`src/rtl/mfcc_frame_sequencer.sv`:
```
// mfcc_frame_sequencer: frame-level MFCC stage sequencer with sample credit, coefficient drain and watchdog
module mfcc_frame_sequencer #(
  parameter int NUM_COEFFICIENTS = 12,
  parameter int CEPS_WIDTH       = 16,
  parameter int FRAME_SIZE       = 400,
  parameter int FRAME_MOVE       = 160,
  parameter int PCM_FIFO_DEPTH   = 256,
  parameter int TIMEOUT_CYCLES   = 65535
) (
  input  logic                                clk,
  input  logic                                rst_n,
  input  logic                                pcm_ready_i,
  input  logic                                hamming_start_i,
  input  logic                                hamming_done_i,
  input  logic                                fft_done_i,
  input  logic                                mel_done_i,
  input  logic                                dct_done_i,
  input  logic                                dct_valid_i,
  input  logic [$clog2(NUM_COEFFICIENTS)-1:0] ceps_ptr_i,
  input  logic [CEPS_WIDTH-1:0]               ceps_sample_i,
  input  logic                                clear_i,
  output logic                                start_move_o,
  output logic                                coeff_valid_o,
  input  logic                                coeff_ready_i,
  output logic [CEPS_WIDTH-1:0]               coeff_data_o,
  output logic [$clog2(NUM_COEFFICIENTS)-1:0] coeff_idx_o,
  output logic                                coeff_last_o,
  output logic                                busy_o,
  output logic                                overrun_o,
  output logic                                error_o,
  output logic [15:0]                         frame_count_o
);
  localparam int PW = $clog2(NUM_COEFFICIENTS);
  localparam int CW = $clog2(FRAME_MOVE + PCM_FIFO_DEPTH + 1);
  localparam int WW = $clog2(TIMEOUT_CYCLES + 1);
  localparam logic [CW-1:0] CMAX = CW'(FRAME_MOVE + PCM_FIFO_DEPTH);
  localparam logic [PW-1:0] LAST = PW'(NUM_COEFFICIENTS - 1);
  typedef enum logic [3:0] {
    WAIT_WIN, HAMMING, FFT, MEL, DCT, DRAIN, WAIT_CREDIT, MOVE, ERROR
  } state_t;
  state_t                state_q, state_d;
  logic [CW-1:0]         credit_q, credit_d;
  logic [WW-1:0]         wd_q, wd_d;
  logic [PW-1:0]         idx_q, idx_d;
  logic [15:0]           frames_q, frames_d;
  logic                  overrun_q, overrun_d, first_q, first_d, live_q, watched;
  logic [CEPS_WIDTH-1:0] buf_q [NUM_COEFFICIENTS];
  logic [CEPS_WIDTH-1:0] buf_d [NUM_COEFFICIENTS];
  assign watched = state_q inside {HAMMING, FFT, MEL, DCT};
  always_comb begin
    state_d   = state_q;
    credit_d  = credit_q;
    overrun_d = overrun_q;
    first_d   = first_q;
    idx_d     = idx_q;
    frames_d  = frames_q;
    buf_d     = buf_q;
    if (live_q) begin
      if (state_q != ERROR && pcm_ready_i) begin
        if (credit_q == CMAX) overrun_d = 1'b1;
        else credit_d = credit_q + 1'b1;
      end
      case (state_q)
        WAIT_WIN: if (hamming_start_i) begin
          state_d = HAMMING;
          if (first_q) begin
            credit_d = '0;
            first_d  = 1'b0;
          end
        end
        HAMMING: state_d = hamming_done_i ? FFT : state_q;
        FFT:     state_d = fft_done_i ? MEL : state_q;
        MEL:     state_d = mel_done_i ? DCT : state_q;
        DCT: begin
          if (dct_valid_i && 32'(ceps_ptr_i) < NUM_COEFFICIENTS) buf_d[ceps_ptr_i] = ceps_sample_i;
          if (dct_done_i) begin
            state_d = DRAIN;
            idx_d   = '0;
          end
        end
        DRAIN: if (coeff_ready_i) begin
          idx_d = (idx_q == LAST) ? '0 : idx_q + 1'b1;
          if (idx_q == LAST) begin
            state_d  = WAIT_CREDIT;
            frames_d = frames_q + 1'b1;
          end
        end
        WAIT_CREDIT: state_d = (32'(credit_q) >= FRAME_MOVE) ? MOVE : state_q;
        MOVE: begin
          state_d  = WAIT_WIN;
          credit_d = credit_q + CW'(pcm_ready_i) - CW'(FRAME_MOVE);
        end
        default: ;
      endcase
      if (watched && state_d == state_q && wd_q == WW'(TIMEOUT_CYCLES - 1)) state_d = ERROR;
      if (clear_i) begin
        state_d   = WAIT_WIN;
        credit_d  = '0;
        overrun_d = 1'b0;
        idx_d     = '0;
        first_d   = 1'b1;
      end
    end
    wd_d = (watched && state_d == state_q) ? wd_q + 1'b1 : '0;
  end
  always_ff @(posedge clk or negedge rst_n) begin
    if (!rst_n) begin
      state_q   <= WAIT_WIN;
      credit_q  <= '0;
      wd_q      <= '0;
      idx_q     <= '0;
      frames_q  <= '0;
      overrun_q <= 1'b0;
      first_q   <= 1'b1;
      live_q    <= 1'b0;
    end else begin
      state_q   <= state_d;
      credit_q  <= credit_d;
      wd_q      <= wd_d;
      idx_q     <= idx_d;
      frames_q  <= frames_d;
      overrun_q <= overrun_d;
      first_q   <= first_d;
      live_q    <= 1'b1;
    end
  end
  always_ff @(posedge clk) buf_q <= buf_d;
  assign start_move_o  = state_q == MOVE;
  assign coeff_valid_o = state_q == DRAIN;
  assign coeff_data_o  = coeff_valid_o ? buf_q[idx_q] : '0;
  assign coeff_idx_o   = idx_q;
  assign coeff_last_o  = coeff_valid_o && idx_q == LAST;
  assign busy_o        = !(state_q inside {WAIT_WIN, WAIT_CREDIT, ERROR});
  assign overrun_o     = overrun_q;
  assign error_o       = state_q == ERROR;
  assign frame_count_o = frames_q;
endmodule

```
`config.mk`:
```
export PLATFORM = sky130hd
export DESIGN_NAME = mfcc_frame_sequencer
export DESIGN_NICKNAME = d
export VERILOG_FILES = /design/src/rtl/mfcc_frame_sequencer.sv
export SDC_FILE = /design/constraint.sdc
export NUM_CORES = 1
export LEC_CHECK = 0
export ABC_AREA = 1
export BUFFER_PORTS_ARGS = -buffer_cell sky130_fd_sc_hd__clkbuf_2
export CAP_MARGIN = 30
export CELL_PAD_IN_SITES_DETAIL_PLACEMENT = 1
export CELL_PAD_IN_SITES_GLOBAL_PLACEMENT = 1
export CORE_UTILIZATION = 25
export CTS_BUF_LIST = sky130_fd_sc_hd__clkbuf_2 sky130_fd_sc_hd__clkbuf_4 sky130_fd_sc_hd__clkbuf_8
export CTS_CLUSTER_SIZE = 20
export DETAILED_ROUTE_END_ITERATION = 16
export PLACE_DENSITY_LB_ADDON = 0.15
export SYNTH_ARGS = -nofsm -noshare
export SYNTH_HDL_FRONTEND = slang
export SYNTH_SLANG_ARGS = --single-unit
```
`constraint.sdc`:
```
create_clock -name clk -period 3.32 [get_ports clk]
set_input_delay 0.332 -clock clk [delete_from_list [all_inputs] [get_ports clk]]
set_output_delay 0.332 -clock clk [all_outputs]
set_load 0.05 [all_outputs]
```
Yosys cells after proc, flatten, opt, wreduce, memory -nomap -nowiden
Cells that the tools add are included.
{"block": "op_classes", "n_addsub": 6, "multipliers": 0, "div_mod_pow": 0, "order_cmp": 5, "eq_ne": 16, "shift": 0, "muxes": 38, "bitwise_logic": 2, "reduce_logical": 21}
{"op": "$bwmux 192", "n": 1}
{"op": "$mux 16", "n": 5}
{"op": "$bmux 16 s4", "n": 1}
{"op": "$demux 16 s4", "n": 1}
{"op": "$mux 4", "n": 16}
{"op": "$mux 9", "n": 5}
{"op": "$add 16x1->16 const B", "n": 2}
{"op": "$pmux 4 s8", "n": 1}
{"op": "$pmux 9 s2", "n": 1}
{"op": "$eq 16x16->1 const B", "n": 1}
{"op": "$eq 4x3->1 const B", "n": 4}
{"op": "$ge 5x5->1 const B", "n": 2}
{"op": "$not 4->5", "n": 2}
{"op": "$add 9x1->9", "n": 1}
{"op": "$add 9x1->9 const B", "n": 1}
{"op": "$eq 9x9->1 const B", "n": 1}
{"op": "$ge 9x8->1 const B", "n": 1}
{"op": "$reduce_and 3->1", "n": 3}
{"op": "$sub 9x8->9 const B", "n": 1}
{"op": "$eq 4x2->1 const B", "n": 2}
{"op": "$eq 4x4->1", "n": 2}
{"op": "$eq 4x4->1 const B", "n": 2}
{"op": "$pmux 4 s2", "n": 1}
{"op": "$reduce_and 4->1", "n": 2}
{"op": "other kinds (14)", "n": 29}
{"block": "totals", "ff_bits": 244, "latch_bits": 0, "mem_bits_rw": 0, "romBits": 0, "in_bits": 31, "out_inout_bits": 42, "word_cells": 108, "mem_count": 0}

Longest topological paths before layout
Gate-level depths: netlist of run 1.
{"block": "logic_depth", "ltp_word": 14, "ltp_mapped": 16}

Worst setup path after synthesis of run 1
OpenSTA, ideal clock, no wires.
{"block": "synth_timing", "path_kind": "reg2out", "from": "reg idx_q[0], in the netlist coeff_idx_o[0]", "to": "out coeff_data_o[12]", "t_arrival_ns": 2.551, "required_ns": 2.988, "path_slack_ns": 0.437, "stages_incl_launch_ff": 8, "n_path_buf": 3, "path_cell_list": "dfrtp_1 > clkbuf_1 > clkbuf_1 > clkbuf_1 > nor2_1 > o221ai_1 > o211ai_1 > a21oi_1"}
{"block": "synth_between", "elab_chain_len": 5}
{"element": "from (decl)", "line": "44", "text": "logic [PW-1:0] idx_q, idx_d;"}
{"element": "from (signal assigned)", "line": "120", "text": "idx_q <= idx_d;"}
{"element": "$not 4->5 (not written as such)", "line": "130", "text": "assign coeff_data_o = coeff_valid_o ? buf_q[idx_q] : '0;"}
{"element": "$bmux 16 s4", "line": "130"}
{"element": "$mux 16 (not written as such) (2 in series)", "line": "130"}
{"element": "$mux 16", "line": "130"}
{"element": "to (decl)", "line": "25", "text": "output logic [CEPS_WIDTH-1:0] coeff_data_o,"}
No other way between the ends. The select of a mux whose other input is x is not followed.

Worst setup path after layout of run 1
{"block": "layout_timing", "from": "reg idx_q[1], in the netlist coeff_idx_o[1]", "to": "out coeff_data_o[11]"}
The elaborated chain is that of the path after synthesis.

==> results of run 1 <==
==> area by class of cell <==
type	instances	area (µm²)	share of cell area
clock inverters	11	154	0.0119
clock buffers	70	845	0.0652
well taps	539	674	0.0521
flip-flops and latches	244	7070	0.546
repair buffers	99	671	0.0518
multi-input cells	634	3310	0.255
inverters	62	233	0.0180
==> cell families (layout without fill, tap and decap cells) <==
family / after synthesis / in the layout
adders and majority gates: 8 / 8
AOI/OAI and AO/OA: 229 / 229
xor gates and xnor gates: 27 / 27
and+or+nand+nor: 369 / 369
other: 1 / 1
DFF: 244 / 244
buffers and inverters: 108 / 242
==> Yosys cell counts (all sizes together) <==
cell / n / area, µm²
nand3: 44 / 225
inv: 59 / 221
nand4: 7 / 43.8
o31ai: 1 / 7.51
nand2: 128 / 498
clkbuf: 39 / 146
nor3: 28 / 201
a21oi: 32 / 160
buf: 7 / 55.1
xor2: 16 / 140
conb: 1 / 3.75
o211ai: 12 / 90.1
o22ai: 29 / 181
clkinv: 3 / 11.3
dfstp: 1 / 26.3
xnor2: 11 / 96.3
o21ai: 130 / 651
dfrtp: 51 / 1280
nor4: 3 / 18.8
ha: 8 / 100
a221oi: 1 / 8.76
o221ai: 23 / 201
nor2: 158 / 636
o21a: 1 / 7.51
edfxtp: 192 / 5770
or2: 1 / 6.26
==> layer usage <==
| metal | track usage | wire length (µm) |
|---|---|---|
| met5 | 0 | 0 |
| met4 | 0.0423 | 574 |
| met1 | 0.210 | 15800 |
| met2 | 0.254 | 15900 |
| met3 | 0.0328 | 1470 |
==> through the flow <==
stage	cell area [µm²]	utilization	std cells	power, mW
after floorplan	10800	-	986	3.63
after global placement	11900	0.283	1577	3.79
final	13000	0.307	1659	6.94
after CTS	13000	0.307	1659	7.09
after global routing	13000	0.307	1659	7.25
after detailed placement	11900	0.283	1577	3.79
==> timing repair <==
| item | CTS | global route |
|---|---|---|
| endpoints found under the setup margin | 0 | 3 |
| endpoints found under the hold margin | 11 | 0 |
| hold buffers | 1 | 0 |
| resized for setup | 0 | 1 |
==> flip-flops by register name, summed over array words and instances, names as in the netlist <==
register       cells
credit_q           9
overrun_o          1
buf_q            192
live_q             1
first_q            1
wd_q              16
frame_count_o     16
coeff_idx_o        4
state_q            4
==> final timing paths <==
check	from	to	slack [ns]	depth (start not counted)
worst max-delay path	coeff_idx_o[1]	coeff_data_o[11]	0.19	6
worst min-delay path	clear_i	first_q	0.1	3
worst max register to register	state_q[0]	buf_q[187]	0.62	6
worst min register to register	frame_count_o[15]	frame_count_o[15]	0.47	1
max in group asynchronous	rst_n	first_q	2.43	3
min in group asynchronous	rst_n	credit_q[4]	0.20	2
==> where the power goes <==
part           switching [mW]  total [mW]  internal (mW)
clock                    1.29        3.22           1.93
sequential             0.0344        3.36           3.33
combinational           0.276       0.366         0.0901
==> critical path, stage by stage (launching register included) <==
cell and delay, ns:
dfrtp_4 0.57, buf_4 0.37, o21ai_0 0.16, o221ai_1 0.32, o211ai_1 0.23, a21oi_1 0.22
clkbuf_2 0.31
==> metrics.txt, run 1 <==
status complete, no violations; Slew Limit Fails 0; post-synthesis sequential area ratio 0.656; final setup margin 0.195 ns; Yosys warnings 0; TritonCTS sink count 244; DIE AREA 44000 µm²; commonest cells after routing, fill and taps aside edfxtp_1 (192), nor2_1 (137), o21ai_0 (128); synth-to-layout area growth 20.2%; Tot GR Track Use 0.156; Synth Area in Compound Gates 0.121; Ant. Diodes 0; Core Box Area 42200 µm²; Synth Area in Adders 0.00929; Clk Latency, worst-skew pair 0.60 ns; most common cell after layout, fill and taps aside edfxtp_1; grt ovf 0; fin crit share 0.941; max-cap violations 0; worst ir drop on vdd 0.260 mV; CTS tree built; Final setup violation count 0; synthesized net count 1025; dpl ws 0.600 ns; remaining antenna violation count 0; Synth Register Bits 244; synth unique cells 37; Req. time, crit path 2.99 ns; Post-CTS Setup Bufs 0; global-route wire length before repair 51.4 mm; Nets 1125; First-pass DRT Iterations 4; clock root buffer clkbuf_8; TNS Setup 0 ns; Clock transition at path regs 0.06 ns; Fill cells 4735; drt drc 0; drt via density 4.69; power density cells 536 nW/µm²; H-tree depth 2; DR vias 7777; multiplexer share of the synthesized area 0; Avg Inst Size Synth 10.9 µm²; Slew @ Worst Pin 0.780 ns; type of the most critical hold path in -> reg; number of port buffers 72; initial antenna violation count 2; CP Capture Type primary output; post-synthesis xor/xnor area fraction 0.0219; Final Critical Period 3.13 ns; Arrival @ worst endpoint 2.79 ns; vias in the first global route 8280; IO Count 73; placed wire-length estimate 22.2 mm; CP max FO 28; Die Height 210 µm; RSZ-0062 raised after global routing no; layout cells sized above 1 0.200; FMAX 320 MHz; Starting Density 0.255; DR iter-0 viols 382; largest family of logic cells by synthesized area simple AND/OR/NAND/NOR gates; total CTS buffers 45; crit start category flip-flop; CTS max path bufs 3; Post-Synth Simple-Gate Area 0.151; FP Rows 75; Hold Vio Cnt, Final 0; WL per Instance 20.3 µm; worst setup path class reg -> out; slew margin rel. 0.477; die width 210 µm; final setup skew 0.0250 ns; Syn Inst Count 986; drt total wl 33.7 mm; pin count of the biggest net entering global routing 97; Leakage Power 4.80 nW; WHS 0.0966 ns; area of the mapped netlist 10800 µm²; routability cong. 0.814
(Power assumes the default switching activity.)
==> run 2: changes to the inputs <==
--- a/config.mk
+++ b/config.mk
@@ -10,11 +10,12 @@
 export CAP_MARGIN = 30
 export CELL_PAD_IN_SITES_DETAIL_PLACEMENT = 1
 export CELL_PAD_IN_SITES_GLOBAL_PLACEMENT = 1
-export CORE_UTILIZATION = 25
+export CORE_UTILIZATION = 46
 export CTS_BUF_LIST = sky130_fd_sc_hd__clkbuf_2 sky130_fd_sc_hd__clkbuf_4 sky130_fd_sc_hd__clkbuf_8
 export CTS_CLUSTER_SIZE = 20
 export DETAILED_ROUTE_END_ITERATION = 16
 export PLACE_DENSITY_LB_ADDON = 0.15
+export SLEW_MARGIN = 20
 export SYNTH_ARGS = -nofsm -noshare
 export SYNTH_HDL_FRONTEND = slang
 export SYNTH_SLANG_ARGS = --single-unit
==> metrics.txt, run 2 (synthesized netlist as in run 1, its figures left out) <==
remaining antenna violation count 0 (unchanged); global-route wire length before repair 45.9 mm (-11%); routability cong. 0.851 (+4.5%); final setup skew 0.0207 ns (-0.00424 ns); IO Count 73 (unchanged); drt drc 0 (unchanged); type of the most critical hold path in -> reg; largest register by flop count buf_q; FP Rows 55 (-27%); WL per Instance 20.2 µm (-0.34%); Ant. Diodes 0 (unchanged); Clock transition at path regs 0.06 ns (about the same); Nets 1122 (-0.27%); DR iter-0 viols 411 (+7.6%); number of port buffers 72 (unchanged); placed instance area 11600 µm² (-3.0%); Starting Density 0.473 (+0.218); CTS max path bufs 3 (unchanged); First-pass DRT Iterations 4 (unchanged); fin crit share 0.944 (+0.00314); Buf+Inv Stages, Crit Path 3 (+1); Arrival @ worst endpoint 2.80 ns (about the same); DIE AREA 24000 µm² (-45%); RSZ-0062 raised after global routing no; drt via density 5.53 (+18%); max-cap violations 0 (unchanged); layout cells sized above 1 0.186 (-0.0142); slew margin rel. 0.534 (+0.0571); Post-CTS Setup Bufs 0 (unchanged); TritonCTS sink count 244 (unchanged); Final setup violation count 0 (unchanged); Hold Vio Cnt, Final 0 (unchanged); status complete, no violations; commonest cells after routing, fill and taps aside edfxtp_1 (192), nor2_1 (137), o21ai_0 (128); DR vias 7894 (+1.5%); grt ovf 0 (unchanged); pin count of the biggest net entering global routing 99 (+2.1%); power density cells 514 nW/µm² (-4.2%); drt total wl 28.9 mm (-14%); Tot GR Track Use 0.250 (+0.0934); CP Capture Type primary output; initial antenna violation count 0 (-2); Core Box Area 22800 µm² (-46%); CP max FO 29 (+3.6%); max incr delay on CP 0.43 ns (-0.14 ns); crit start category flip-flop; CTS tree built; crit path cell chain inv_2 > buf_4 > o21ai_0 > o22ai_1 > nand2_1 > a21oi_1 > clkbuf_2; synth-to-layout area growth 15.1%; worst ir drop on vdd 0.341 mV (+31%); worst setup path class reg -> out; total CTS buffers 43 (-4.4%); post_cts resized 0 (unchanged); slowest CP cell dfrtp_2; clock root buffer clkbuf_8; Clk Latency, worst-skew pair 0.56 ns (-0.04 ns); Slew Limit Fails 0 (unchanged); H-tree depth 2 (unchanged); most common cell after layout, fill and taps aside edfxtp_1; crit-path leading delay family buffers and inverters; WHS 0.0897 ns (-0.00698 ns); FMAX 319 MHz (-0.33%); Leakage Power 4.67 nW (-2.8%); placed wire-length estimate 19.0 mm (-14%); TNS Setup 0 ns (unchanged); Die Height 155 µm (-26%); Core Util, Final 0.545 (+0.238); Final Critical Period 3.14 ns (+0.0104 ns); Final Instance Area 12400 µm² (-4.2%); Slew @ Worst Pin 0.695 ns (-0.0852 ns); Fill cells 2484 (-48%); max reg flops 192 (unchanged); vias in the first global route 8420 (+1.7%); Req. time, crit path 2.99 ns (about the same); die width 155 µm (-26%)
-- run 2: changes by cell type in the layout (fill, tap and decap cells not counted), sizes merged --
cell      change
clkbuf       -15
buf           -3
bufinv        -3
clkinvlp      +1
clkinv       +14
-- run 2: repair_timing --
item                                    in CTS  in global routing
hold endpoints to repair                    17                  0
hold buffers                                 1                  0
endpoints found under the setup margin       0                  0
-- run 2: area by class of cell --
| cell class | count | area, µm² | area share |
|---|---|---|---|
| Multi-Input combinational cell | 634 | 3310 | 0.267 |
| Tap cell | 313 | 392 | 0.0316 |
| Inverter | 62 | 233 | 0.0188 |
| Sequential cell | 244 | 7070 | 0.570 |
| Clock buffer | 53 | 667 | 0.0538 |
| Timing Repair Buffer | 98 | 596 | 0.0480 |
| Clock inverter | 23 | 144 | 0.0116 |
-- run 2: path summary, 6_finish.rpt --
| kind | startpoint | slack, ns | cells past startpoint | end |
|---|---|---|---|---|
| worst max-delay path | coeff_idx_o[0] | 0.18 | 7 | coeff_data_o[3] |
| worst min-delay path | clear_i | 0.09 | 3 | first_q |
| worst max register to register | coeff_idx_o[0] | 0.69 | 13 | wd_q[15] |
| worst min register to register | frame_count_o[15] | 0.47 | 1 | frame_count_o[15] |
| max in group asynchronous | rst_n | 2.23 | 3 | wd_q[11] |
| min in group asynchronous | rst_n | 0.27 | 2 | credit_q[2] |
-- run 2: per-stage QoR --
step,setup slack [ns],total power [mW],instances
floorplan,0.437,3.63,986
global placement,0.728,3.76,1350
detailed placement,0.632,3.77,1350
CTS,0.114,6.44,1427
global route,0.0414,6.61,1427
finish,0.184,6.37,1427
-- run 2: worst reg2reg max path, delay by kind of cell (launching register included) --
family | cells | cell delay (ns)
buf+inv | 1 | 0.32
fa+ha+maj | 1 | 0.29
simple gates | 11 | 1.50
flops | 1 | 0.39
-- run 2: per-layer routing --
metal | GRT usage | vias up | part of all wire
met1 | 0.296 | 3948 | 0.41
met4 | 0.110 | 0 | 0.034
li1 | - | 3706 | -
met3 | 0.0423 | 59 | 0.041
met2 | 0.445 | 181 | 0.52
met5 | 0 | - | 0
-- run 2: power breakdown --
part,total [mW],switching [mW],internal [mW]
Clock,2.66,1.26,1.41
Sequential,3.36,0.0346,3.33
Combinational,0.347,0.258,0.0883
==> run 3: changes to the inputs <==
--- a/config.mk
+++ b/config.mk
@@ -10,7 +10,7 @@
 export CAP_MARGIN = 30
 export CELL_PAD_IN_SITES_DETAIL_PLACEMENT = 1
 export CELL_PAD_IN_SITES_GLOBAL_PLACEMENT = 1
-export CORE_UTILIZATION = 46
+export CORE_UTILIZATION = 50
 export CTS_BUF_LIST = sky130_fd_sc_hd__clkbuf_2 sky130_fd_sc_hd__clkbuf_4 sky130_fd_sc_hd__clkbuf_8
 export CTS_CLUSTER_SIZE = 20
 export DETAILED_ROUTE_END_ITERATION = 16
==> constraint.sdc (replaced) <==
create_clock -name clk -period 3.2 [get_ports clk]
set_input_delay 0.32 -clock clk [delete_from_list [all_inputs] [get_ports clk]]
set_output_delay 0.32 -clock clk [all_outputs]
set_load 0.05 [all_outputs]
==> metrics.txt, run 3 (synthesized netlist as in run 1, its figures left out) <==
total CTS buffers 41 (-4.7%); highest routed layer met4; Starting Density 0.511 (+0.0379); DR vias 8039 (+1.8%); WL met1 12.2 mm (+3.1%); FMAX 335 MHz; grt ovf 0 (unchanged); drt drc 0 (unchanged); initial antenna violation count 0 (unchanged); Req. time, crit path 2.88 ns (-0.11 ns); final setup skew 0.0364 ns (+0.0157 ns); met2 WL 15.5 mm (+4.0%); vias in the first global route 8500 (+0.95%); CP max FO 33 (+14%); Hold Vio Cnt, Final 0 (unchanged); First-pass DRT Iterations 4 (unchanged); Slew @ Worst Pin 0.663 ns (-0.0321 ns); die width 149 µm (-4.0%); remaining antenna violation count 0 (unchanged); IO Count 73 (unchanged); type of the most critical hold path in -> reg; CTS max path bufs 3 (unchanged); Ant. Diodes 0 (unchanged); Arrival @ worst endpoint 2.67 ns (-0.13 ns); FP Rows 53 (-3.6%); max-cap violations 0 (unchanged); WL per Instance 21.8 µm (+7.7%); drt via density 5.78 (+4.5%); TNS Setup 0 ns (unchanged); Final Instance Area 12400 µm² (-0.16%); routability cong. 0.960 (+13%); status complete, no violations; DR iter-0 viols 447 (+8.8%); TritonCTS sink count 244 (unchanged); fin crit share 0.934; Leakage Power 4.70 nW (+0.51%); synth-to-layout area growth 14.9%; Final Critical Period 2.99 ns; Clk Latency, worst-skew pair 0.57 ns (about the same); DIE AREA 22100 µm² (-7.9%); WHS 0.105 ns (+0.0149 ns); layout cells sized above 1 0.188 (+0.00236); placed instance area 11600 µm² (about the same); pin count of the biggest net entering global routing 76 (-23%); H-tree depth 2 (unchanged); Core Box Area 21100 µm² (-7.4%); met3 wire len 1.61 mm (+36%); Tot GR Track Use 0.284 (+0.0339); worst setup path class reg -> out; crit start category flip-flop; Nets 1124 (+0.18%); most common cell after layout, fill and taps aside edfxtp_1; Slew Limit Fails 0 (unchanged); CP Capture Type primary output; max reg flops 192 (unchanged); clock root buffer clkbuf_8; CTS tree built; placed wire-length estimate 19.9 mm (+5.0%); largest register by flop count buf_q; RSZ-0062 raised after global routing no; drt total wl 30.3 mm (+5.0%); power density cells 529 nW/µm² (+3.1%); slew margin rel. 0.556 (+0.0216); global-route wire length before repair 47.1 mm (+2.5%); Final Power 6.56 mW (+2.9%); Die Height 149 µm (-4.0%); Clock transition at path regs 0.06 ns (about the same); worst ir drop on vdd 0.414 mV (+21%); post_cts resized 0 (unchanged); number of port buffers 72 (unchanged); commonest cells after routing, fill and taps aside edfxtp_1 (192), nor2_1 (137), o21ai_0 (128); Final setup violation count 0 (unchanged)
==> run 3: cell count changes in the layout (fill, tap and decap cells not counted) <==
cell      change
inv_6         -1
clkinv_1      -1
clkbuf_8      -1
buf_16        +1
buf_4         +3
clkinv_2      +1
clkbuf_4      +1
clkinv_4      -1
==> run 3: per-stage QoR <==
step	std cells	util	worst slack (ns)
after floorplan	986	-	0.329
after global placement	1315	0.548	0.763
after detailed placement	1316	0.550	0.625
after CTS	1391	0.587	0.179
after global routing	1391	0.587	0.0249
final	1391	0.587	0.212
==> run 3: what timing repair did <==
item,4_1_cts,5_1_grt
hold endpoints to repair,18,0
hold buffers,1,0
buffers inserted,0,0
==> run 3: area by class of cell <==
cell class              count  area (µm²)
fillers                  2304        8700
repair buffers            102         646
well taps                 275         344
inverters                  62         233
flip-flops and latches    244        7070
multi-input cells         634        3310
clock inverters            21         128
clock buffers              53         661
==> run 3: final timing paths <==
path / startpoint / endpoint / slack [ns] / depth (start not counted)
min in group asynchronous: rst_n / frame_count_o[1] / 0.31 / 2
max reg2reg: coeff_idx_o[0] / wd_q[1] / 0.61 / 13
max: coeff_idx_o[0] / coeff_data_o[4] / 0.21 / 7
min: clear_i / first_q / 0.10 / 3
min reg2reg: frame_count_o[15] / frame_count_o[15] / 0.49 / 1
max in group asynchronous: rst_n / wd_q[10] / 2.26 / 3
==> run 3: power breakdown <==
| group | switching [mW] | total [mW] | internal, mW | leakage (nW) |
|---|---|---|---|---|
| combinational | 0.271 | 0.366 | 0.0951 | 1.84 |
| sequential | 0.0384 | 3.49 | 3.45 | 2.44 |
| clock | 1.27 | 2.70 | 1.44 | 0.414 |
==> run 3: layer usage <==
metal / vias up / GRT usage
met5: - / 0
met4: 0 / 0.123
met3: 72 / 0.0456
met2: 229 / 0.495
met1: 4032 / 0.348
li1: 3706 / -
==> run 3: worst max-delay path, cell delays in order, from the launching register on <==
cell and delay, ns:
dfrtp_2 0.43, inv_2 0.26, buf_4 0.39, o21ai_0 0.13, o22ai_1 0.14, nand2_1 0.13, a21oi_1 0.29, clkbuf_2 0.33
